### config.mk
export PLATFORM = sky130hd
export DESIGN_NAME = bcd_entry_bank
export DESIGN_NICKNAME = d
export VERILOG_FILES = /design/src/rtl/bcd_entry_pkg.sv /design/src/rtl/bcd_entry_bank_slot.sv /design/src/rtl/bcd_entry_bank.sv
export SDC_FILE = /design/constraint.sdc
export NUM_CORES = 1
export LEC_CHECK = 0
export CORE_MARGIN = 3
export CORE_UTILIZATION = 48
export CTS_BUF_LIST = sky130_fd_sc_hd__clkbuf_8 sky130_fd_sc_hd__clkbuf_16
export DETAILED_ROUTE_END_ITERATION = 8
export GPL_TIMING_DRIVEN = 1
export PLACE_DENSITY_LB_ADDON = 0.3
export SLEW_MARGIN = 20
export SYNTH_ARGS = -nofsm -noshare
export SYNTH_HDL_FRONTEND = slang
export SYNTH_SLANG_ARGS = --single-unit
### constraint.sdc
create_clock -name clock -period 3.3 [get_ports clock]
set_clock_uncertainty 0.1 [all_clocks]
set_input_delay 0.66 -clock clock [delete_from_list [all_inputs] [get_ports clock]]
set_output_delay 0.66 -clock clock [all_outputs]
set_load 0.02 [all_outputs]
### src/rtl/bcd_entry_pkg.sv
// Shared types and helpers for the BCD digit entry bank.
package bcd_entry_pkg;

    typedef logic [3:0] bcd_t;

    localparam bcd_t BCD_MAX = 4'd9;

    function automatic logic is_bcd(input bcd_t d);
        return d <= BCD_MAX;
    endfunction

endpackage

### src/rtl/bcd_entry_bank_slot.sv
// One BCD digit register with a flag recording that it was loaded since the last clear.
module bcd_slot
    import bcd_entry_pkg::*;
(
    input  logic clock,
    input  logic resetL,
    input  logic clr,
    input  logic load_def,
    input  bcd_t def_val,
    input  logic we,
    input  bcd_t d,
    output bcd_t q,
    output logic written
);

    // Clear beats default load, which beats a write.
    always_ff @(posedge clock or negedge resetL) begin
        if (!resetL) begin
            q       <= '0;
            written <= 1'b0;
        end else if (clr) begin
            q       <= '0;
            written <= 1'b0;
        end else if (load_def) begin
            q       <= def_val;
            written <= 1'b1;
        end else if (we) begin
            q       <= d;
            written <= 1'b1;
        end
    end

endmodule

### src/rtl/bcd_entry_bank.sv
// Bank of BCD digit slots loaded one digit per cycle, by explicit selector or auto-advancing cursor.
module bcd_entry_bank
    import bcd_entry_pkg::*;
#(
    parameter int                     N_SLOTS = 9,
    parameter int                     SEL_W   = $clog2(N_SLOTS + 1),
    parameter logic [4*N_SLOTS-1:0]   DEFAULT = 36'h294753618
) (
    input  logic                      clock,
    input  logic                      resetL,
    input  bcd_t                      entry,
    input  logic [SEL_W-1:0]          selector,
    input  logic                      enableL,
    input  logic                      auto_advL,
    input  logic                      zeroL,
    input  logic                      set_defaultL,
    output bcd_t [N_SLOTS-1:0]        num,
    output logic [SEL_W-1:0]          cursor,
    output logic [N_SLOTS-1:0]        written,
    output logic                      full,
    output logic                      wrap,
    output logic                      err
);

    localparam logic [SEL_W-1:0] ONE  = SEL_W'(1);
    localparam logic [SEL_W-1:0] LAST = SEL_W'(N_SLOTS);

    logic               clr;
    logic               load_def;
    logic               attempt;
    logic               cursor_mode;
    logic [SEL_W-1:0]   target;
    logic               target_ok;
    logic               do_write;
    logic [N_SLOTS-1:0] we;

    assign clr         = !zeroL;
    assign load_def    = zeroL && !set_defaultL;
    assign attempt     = !enableL && zeroL && set_defaultL;
    assign cursor_mode = !auto_advL;
    // The cursor is always in range, so only a direct selector can miss.
    assign target      = cursor_mode ? cursor : selector;
    assign target_ok   = (target >= ONE) && (target <= LAST);
    assign do_write    = attempt && is_bcd(entry) && target_ok;

    for (genvar k = 0; k < N_SLOTS; k++) begin : g_slot
        assign we[k] = do_write && (target == SEL_W'(k + 1));

        bcd_slot u_slot (
            .clock    (clock),
            .resetL   (resetL),
            .clr      (clr),
            .load_def (load_def),
            .def_val  (DEFAULT[4*k +: 4]),
            .we       (we[k]),
            .d        (entry),
            .q        (num[k]),
            .written  (written[k])
        );
    end

    always_ff @(posedge clock or negedge resetL) begin
        if (!resetL) begin
            cursor <= ONE;
            full   <= 1'b0;
            wrap   <= 1'b0;
            err    <= 1'b0;
        end else if (clr) begin
            cursor <= ONE;
            full   <= 1'b0;
            wrap   <= 1'b0;
            err    <= 1'b0;
        end else if (load_def) begin
            cursor <= ONE;
            full   <= 1'b1;
            wrap   <= 1'b0;
            err    <= 1'b0;
        end else begin
            wrap <= 1'b0;
            if (attempt && !do_write) begin
                err <= 1'b1;
            end
            if (do_write) begin
                // Fold in this cycle's write so full rises with the completing bit.
                full <= &(written | we);
                if (cursor_mode) begin
                    if (cursor == LAST) begin
                        cursor <= ONE;
                        wrap   <= 1'b1;
                    end else begin
                        cursor <= cursor + ONE;
                    end
                end
            end
        end
    end

endmodule

==> summary.md, run 1 <==
| Metric | Value |
|---|---|
| Proportion of power drawn by flip-flops and latches | 51.1% |
| Critical path capture point type | flop |
| Dpl hpwl | 4470 um |
| Deepest level of the CTS H-tree | 2 |
| Layout fillers | 400 |
| Sw Pwr | 0.000328 W |
| Height of the die | 77.8 um |
| Max-slew violation total from the final report | 0 |
| Part of the Yosys area used for sequential elements | 52.6% |
| Register clock-pin slew on the reported worst setup and hold paths | 0.09 ns |
| Max-Slew Margin vs Limit | 40.5% |
| RSZ-0062 raised after global routing | false |
| Cell family with most CP delay | simple AND/OR/NAND/NOR gates |
| Synthesized flop and latch total | 52 |
| Status | finished, final reports clean |
| Required time of the critical path | 3.41 ns |
| Max-cap violation count | 0 |
| Maximum clock rate | 0.347 GHz |
| Row count | 25 |
| Share of power burned in combinational logic | 14.7% |
| Cell depth of the worst setup path | 7 |
| GR Util All Layers | 21.8% |
| DIE WIDTH | 77.8 um |
| Area of all placed cells without fillers | 3330 um2 |
| Share of the clock period used by the worst path | 87.3% |
| Worst-skew pair later-pin latency | 0.30 ns |
| Synthesized cell area | 2480 um2 |
| Final weighted congestion in routability-driven placement | 0.880 |
| Number of nets in the layout | 312 |
| Synthesized area per cell | 10.7 um2 |
| Worst flop-to-flop path startpoint | cursor[3] |
| Wire length of the first global-routing pass | 10400 um |
| Slowest cell delay on critical path | 0.54 ns |
| Buffering stage count on the worst path with inverters included | 1 |
| Crit path max-delay cell type | a2111o_1 |
| Synth cell types | 43 |
| Storage cell area | 1300 um2 |
| Destination of the worst register-to-register timing path | full |
| Detailed-router iteration count before antenna repair | 4 |
| Aggregate routed wire length | 6140 um |
| Vias in the first global route | 2059 |
| Placed standard-cell area | 3210 um2 |
| Synth warnings | 0 |
| Layout cells sized above 1 | 11.4% |
| Register-to-Register Setup Slack | 0.75 ns |
| Cts bufs inserted | 5 |
| Number of cells on the worst reg-to-reg path | 6 |
| Worst ir drop on vdd | 0.262 mV |
| Final sum of negative setup slack | 0 ns |
| Pin count of the biggest net entering global routing | 41 |
| Static leakage | 1.36 nW |
| Switch share | 24.9% |
| Post-detailed-route via-to-cell ratio | 5.46 |
| Post-cts hold buffer count | 0 |
| DRT antenna net count | 0 |
| DRC violations left | 0 |
| Cells traversed along the worst timing path | clkdlybuf4s50_1, or3b_1, a2111o_1, nor2_4, nor2_1, or4_1, o31ai_1 |
| Final setup violating endpoints | 0 |
| Clock period minus worst slack | 2.88 ns |
| P_int | 0.000993 W |
| Count of clock tree sinks | 52 |
| Slew at the pin closest to its max-slew limit | 0.893 ns |
| Final global-route overflow total | 0 |
| WL per Instance | 16.9 um |
| Effective utilization at floorplan | 51.1% |
| Mapped Nets | 248 |
| CP Max Fanout | 4 |
| Clk Tree Root Cell | clkbuf_8 |
| Vias post-DR | 1987 |
| Tightest Hold Check Type | input pin to asynchronous set/reset pin |
| Clock tree from TritonCTS | done |
| Area of the placeable core | 4850 um2 |
| Instance count of the mapped netlist | 232 |
| # Post-CTS Setup Buffers | 0 |
| Number of antenna violations at the first check in global routing | 0 |
| CP Capture Point | full |
| First-iteration detailed-routing DRC count | 119 |
| Clock network fraction of design power | 34.2% |
| Arrival time of the worst setup path | 2.99 ns |
| Maximum count of clock buffers along a single path | 2 |
| Full die area | 6060 um2 |
| Final-layout worst hold slack | 0.374 ns |
| Top-level port count | 66 |
| Post-cts resize count | 0 |
| Startpoint of the most critical setup path | auto_advL |
| Total of buffers placed on input and output ports | 65 |
| Type of origin of the critical path | input pin |
| Hold violation total from the final report | 0 |
| Type of the worst setup path | input pin to flop |
| Area of combinational cells with multiple inputs | 1020 um2 |
| Antenna cell count | 0 |
| Power density over the cells | 397 nW/um2 |
| Syn-to-layout area delta | 34.5% |
-- sequential cells by signal, summed over array words and instances, names as in the netlist --
name                   flops
full                       1
wrap                       1
g_slot.u_slot.q           36
err                        1
cursor                     4
g_slot.u_slot.written      9
-- logic make-up after synthesis --
kind of cell               Yosys count  synth area share [%]
and+or+nand+nor                     61                  12.3
DFF                                 52                  52.6
AOI/OAI and AO/OA                   51                  13.1
muxes                               36                  14.7
buffers and inverters               30                  6.26
adders and majority gates            2                  1.01
-- synthesized netlist by cell type --
| master | number | area (um2) |
|---|---|---|
| a211oi_1 | 1 | 7.51 |
| nand2b_1 | 5 | 31.3 |
| buf_2 | 1 | 5.00 |
| dfstp_2 | 1 | 26.3 |
| nor2_1 | 30 | 113 |
| o22ai_1 | 2 | 12.5 |
| and3b_1 | 1 | 8.76 |
| or3b_1 | 1 | 8.76 |
| or4_1 | 1 | 7.51 |
| mux2_2 | 3 | 33.8 |
| inv_1 | 4 | 15.0 |
| o21a_1 | 1 | 7.51 |
| buf_6 | 1 | 11.3 |
| o32ai_1 | 1 | 8.76 |
| nor2_4 | 2 | 22.5 |
| o311a_1 | 1 | 10.0 |
| nand3_1 | 3 | 15.0 |
| o32a_1 | 2 | 20.0 |
| dfrtp_1 | 51 | 1280 |
| o21ai_0 | 7 | 35.0 |
| o31ai_1 | 1 | 7.51 |
| a22o_1 | 2 | 17.5 |
| o221ai_1 | 1 | 8.76 |
| nand4_1 | 1 | 6.26 |
| a31oi_1 | 3 | 18.8 |
| nand2_1 | 7 | 26.3 |
| nor2b_1 | 3 | 18.8 |
| ha_1 | 2 | 25.0 |
| clkinv_1 | 1 | 3.75 |
| nor3_1 | 1 | 5.00 |
| a2111o_1 | 1 | 11.3 |
| buf_1 | 1 | 3.75 |
| a21oi_1 | 23 | 115 |
| buf_4 | 9 | 67.6 |
| nor2_2 | 1 | 6.26 |
| o31a_1 | 3 | 26.3 |
| nand3b_1 | 3 | 22.5 |
| clkbuf_1 | 13 | 48.8 |
| a21bo_2 | 1 | 10.0 |
| a2bb2oi_1 | 1 | 8.76 |
| nor3b_1 | 1 | 7.51 |
| mux2i_1 | 33 | 330 |
| and3_1 | 1 | 6.26 |
-- stage by stage --
| step | total power, W | std cells | setup WS [ns] | utilization [%] |
|---|---|---|---|---|
| CTS | 0.00133 | 364 | 0.416 | 68.7 |
| detailed placement | 0.000882 | 356 | 0.101 | 66.2 |
| floorplan | 0.000787 | 232 | 0.510 | - |
| global route | 0.00138 | 364 | 0.325 | 68.7 |
| finish | 0.00132 | 364 | 0.420 | 68.7 |
| global placement | 0.000879 | 356 | 0.122 | 66.2 |
-- worst min path at each step --
| stage | end | cells after the start |
|---|---|---|
| after floorplan | cursor[1] | 0 |
| after global placement | g_slot[2].u_slot.q[1] | 2 |
| after detailed placement | g_slot[2].u_slot.q[2] | 2 |
| after CTS | g_slot[2].u_slot.q[3] | 1 |
| after global routing | g_slot[0].u_slot.written | 1 |
| final | cursor[1] | 1 |
-- power by group through the flow --
stage                     registers, W  logic [W]  clock network, W
after floorplan               0.000702  0.0000846                 0
after global placement        0.000687   0.000192                 0
after detailed placement      0.000687   0.000194                 0
after CTS                     0.000675   0.000196          0.000464
after global routing          0.000678   0.000210          0.000491
final                         0.000675   0.000194          0.000453
-- worst register-to-register path: stages, from the launching register on --
cell,delay [ns]
dfrtp_1,0.45
or3b_1,0.42
a2111o_1,0.54
nor2_4,0.13
nor2_1,0.06
or4_1,0.52
o31ai_1,0.24
-- cell usage in the layout, fill, tap and decap left out, types with 2 or more instances in the layout --
| cell | instances |
|---|---|
| o22ai_1 | 2 |
| nand2_1 | 7 |
| o32a_1 | 2 |
| a31oi_1 | 3 |
| clkdlybuf4s50_1 | 64 |
| o21ai_0 | 7 |
| mux2_2 | 3 |
| nand3_1 | 3 |
| a21oi_1 | 23 |
| mux2i_1 | 33 |
| ha_1 | 2 |
| nor2_1 | 30 |
| o31a_1 | 3 |
| nand3b_1 | 3 |
| a22o_1 | 2 |
| inv_1 | 4 |
| nand2b_1 | 5 |
| nor2_4 | 2 |
| clkbuf_8 | 6 |
| nor2b_1 | 3 |
| dfrtp_1 | 51 |
| buf_4 | 16 |
-- metal layers --
layer	up-vias	wire [um]	share of wire (%)	global-route usage (%)
met5	-	0	0	0
met3	6	363	5.9	5.57
li1	931	-	-	-
met1	974	2690	44	28.7
met2	76	3010	49	35.7
met4	0	68	1.1	5.69
-- final cells by class --
type / instances / share of cell area, %
clock buffer: 6 / 2.48
clock inverter: 2 / 1.16
inverter: 5 / 0.563
multi-input combinational: 150 / 30.6
sequential: 52 / 39.1
tap: 67 / 2.52
timing repair buffer: 82 / 23.6
Note: power is estimated with default switching activity, not from simulation.
==> run 2, diff against run 1 <==
PLACE_DENSITY_LB_ADDON = 0.12   (was 0.3)
TNS_END_PERCENT = 20   (was unset)
==> run 2 against run 1 <==
Effect of this change:
- non-clock buffer count down 1
- worst hold slack worse by 0.12 ns
- worst setup slack worse by 0.00091 ns
- critical endpoint unchanged
- cell count down 0.82%
- first-iteration DRC count up 5.0%
- sequential power about the same
- critical path type unchanged
- highest routed layer unchanged
==> summary.md, run 2 (synthesis results as in run 1) <==
| Metric | Value |
|---|---|
| DIE WIDTH | 77.8 um (unchanged) |
| Post-detailed-route via-to-cell ratio | 5.42 (-0.79%) |
| Final setup violating endpoints | 0 (unchanged) |
| Worst flop-to-flop path startpoint | cursor[3] |
| Core Util, Final | 67.8% (-0.88 points) |
| Reg with most FFs | g_slot.u_slot.q |
| CP Capture Point | full |
| Placed standard-cell area | 3190 um2 (-0.62%) |
| Row count | 25 (unchanged) |
| Number of cells after detailed placement | 355 (-0.28%) |
| First-iteration detailed-routing DRC count | 125 (+5.0%) |
| Effective utilization at floorplan | 51.1% (unchanged) |
| Cts bufs inserted | 5 (unchanged) |
| Cells traversed along the worst timing path | clkdlybuf4s50_1, buf_4, mux2_2, a211oi_1, and3b_1, nor2_1, or4_1, o31ai_1 |
| Max-Slew Margin vs Limit | 59.9% (+19 points) |
| Slowest cell delay on critical path | 0.48 ns (-0.06 ns) |
| Vias in the first global route | 2000 (-2.9%) |
| Destination of the worst register-to-register timing path | full |
| Power density over the cells | 390 nW/um2 (-1.7%) |
| Share of the clock period used by the worst path | 87.3% (about the same) |
| DRT antenna net count | 0 (unchanged) |
| Post-cts hold buffer count | 0 (unchanged) |
| Clock tree from TritonCTS | done |
| Register clock-pin slew on the reported worst setup and hold paths | 0.09 ns (about the same) |
| # Post-CTS Setup Buffers | 0 (unchanged) |
| Max-slew violation total from the final report | 0 (unchanged) |
| Type of the worst setup path | input pin to flop |
| Arrival time of the worst setup path | 3.00 ns (about the same) |
| Detailed-router iteration count before antenna repair | 4 (unchanged) |
| Maximum count of clock buffers along a single path | 2 (unchanged) |
| Deepest level of the CTS H-tree | 2 (unchanged) |
| RSZ-0062 raised after global routing | false |
| Worst-skew pair later-pin latency | 0.30 ns (about the same) |
| Cell Count, Final, Fillers Out | 361 (-0.82%) |
| Total of buffers placed on input and output ports | 65 (unchanged) |
| Wire length of the first global-routing pass | 10100 um (-2.4%) |
| Number of antenna violations at the first check in global routing | 0 (unchanged) |
| Aggregate routed wire length | 6110 um (-0.44%) |
| Type of origin of the critical path | input pin |
| Height of the die | 77.8 um (unchanged) |
| Register-to-Register Setup Slack | 0.74 ns (about the same) |
| Final-layout worst hold slack | 0.255 ns (-0.119 ns) |
| Slew at the pin closest to its max-slew limit | 0.602 ns (-0.291 ns) |
| Hold violation total from the final report | 0 (unchanged) |
| Startpoint of the most critical setup path | auto_advL |
| CP Max Fanout | 15 (+11) |
| Commonest non-fill, non-tap cell in the layout | clkdlybuf4s50_1 |
| Final sum of negative setup slack | 0 ns (unchanged) |
| Dpl hpwl | 4440 um (-0.65%) |
| Pin count of the biggest net entering global routing | 28 (-32%) |
| Clk Tree Root Cell | clkbuf_8 |
| DRC violations left | 0 (unchanged) |
| Most frequent cells in the layout | clkdlybuf4s50_1, dfrtp_1, mux2i_1 |
| Static leakage | 1.34 nW (-1.5%) |
| GR Util All Layers | 21.2% (-0.53 points) |
| Area of the placeable core | 4850 um2 (unchanged) |
| Worst ir drop on vdd | 0.274 mV (+4.9%) |
| Status | finished, final reports clean |
| Full die area | 6060 um2 (unchanged) |
| Crit path max-delay cell type | clkdlybuf4s50_1 |
| Final global-route overflow total | 0 (unchanged) |
| Syn-to-layout area delta | 32.8% |
| Tightest Hold Check Type | input pin to asynchronous set/reset pin |
| Antenna cell count | 0 (unchanged) |
| Final weighted congestion in routability-driven placement | 0.854 (-3.0%) |
| Max-cap violation count | 0 (unchanged) |
| Clock period minus worst slack | 2.88 ns (+0.000915 ns) |
| Critical path capture point type | flop |
| WL per Instance | 16.9 um (+0.39%) |
| Number of cells on the worst reg-to-reg path | 6 (unchanged) |
| Number of nets in the layout | 311 (-0.32%) |
| Area of all placed cells without fillers | 3290 um2 (-1.3%) |
| Leading registers by flop count | g_slot.u_slot.q (36), g_slot.u_slot.written (9), cursor (4) |
| Top-level port count | 66 (unchanged) |
| Maximum clock rate | 0.347 GHz (about the same) |
| Flip-flop count of the largest register after layout | 36 (unchanged) |
| Post-cts resize count | 0 (unchanged) |
| Count of clock tree sinks | 52 (unchanged) |
| Vias post-DR | 1955 (-1.6%) |
| Required time of the critical path | 3.42 ns (about the same) |
| Layout cells sized above 1 | 10.5% (-0.90 points) |
## run 2: changes by cell type in the layout (fill, tap and decap cells not counted), sizes merged
cell	change
buf	-1
clkbuf	-1
clkinv	-1
## run 2: per-stage QoR
| stage | setup slack [ns] | total power, W |
|---|---|---|
| 2_1_floorplan | 0.510 | 0.000787 |
| 3_3_place_gp | 0.184 | 0.000877 |
| 3_5_place_dp | 0.159 | 0.000879 |
| 4_1_cts | 0.456 | 0.00130 |
| 5_1_grt | 0.316 | 0.00134 |
| 6_report | 0.420 | 0.00128 |
## run 2: how the worst min path moves through the flow
stage,startpoint,to,cells after the start
after floorplan,resetL,cursor[1],0
after global placement,g_slot[2].u_slot.q[1],g_slot[2].u_slot.q[1],2
after detailed placement,g_slot[2].u_slot.q[2],g_slot[2].u_slot.q[2],2
after CTS,resetL,g_slot[1].u_slot.q[3],1
after global routing,resetL,g_slot[1].u_slot.q[3],1
final,resetL,cursor[1],1
## run 2: metal layers
metal  routed length (um)  share of wire, %  GRT usage [%]  vias up
li1                     -                 -              -      932
met1                 2730                45           29.4      935
met2                 2920                48           34.1       82
met3                  398               6.5           4.18        6
met4                   61               1.0           5.69        0
met5                    0                 0              0        -
## run 2: worst max-delay path, delay by kind of cell
family          cells  cell delay [ns]
buf+inv             2             0.67
mux                 1             0.36
compound gates      2             0.52
simple gates        3             0.79
## run 2: power by group
part	switching, W	internal, W	leakage (nW)
registers	0.0000149	0.000659	0.686
clock network	0.000200	0.000218	0.0501
logic	0.000107	0.0000835	0.603
## run 2: final cells by class
cell class	count	area, um2
clock buffers	5	68.8
clock inverters	1	30.0
fillers	400	1560
inverters	5	18.8
multi-input cells	150	1020
flip-flops and latches	52	1300
well taps	67	83.8
repair buffers	81	766
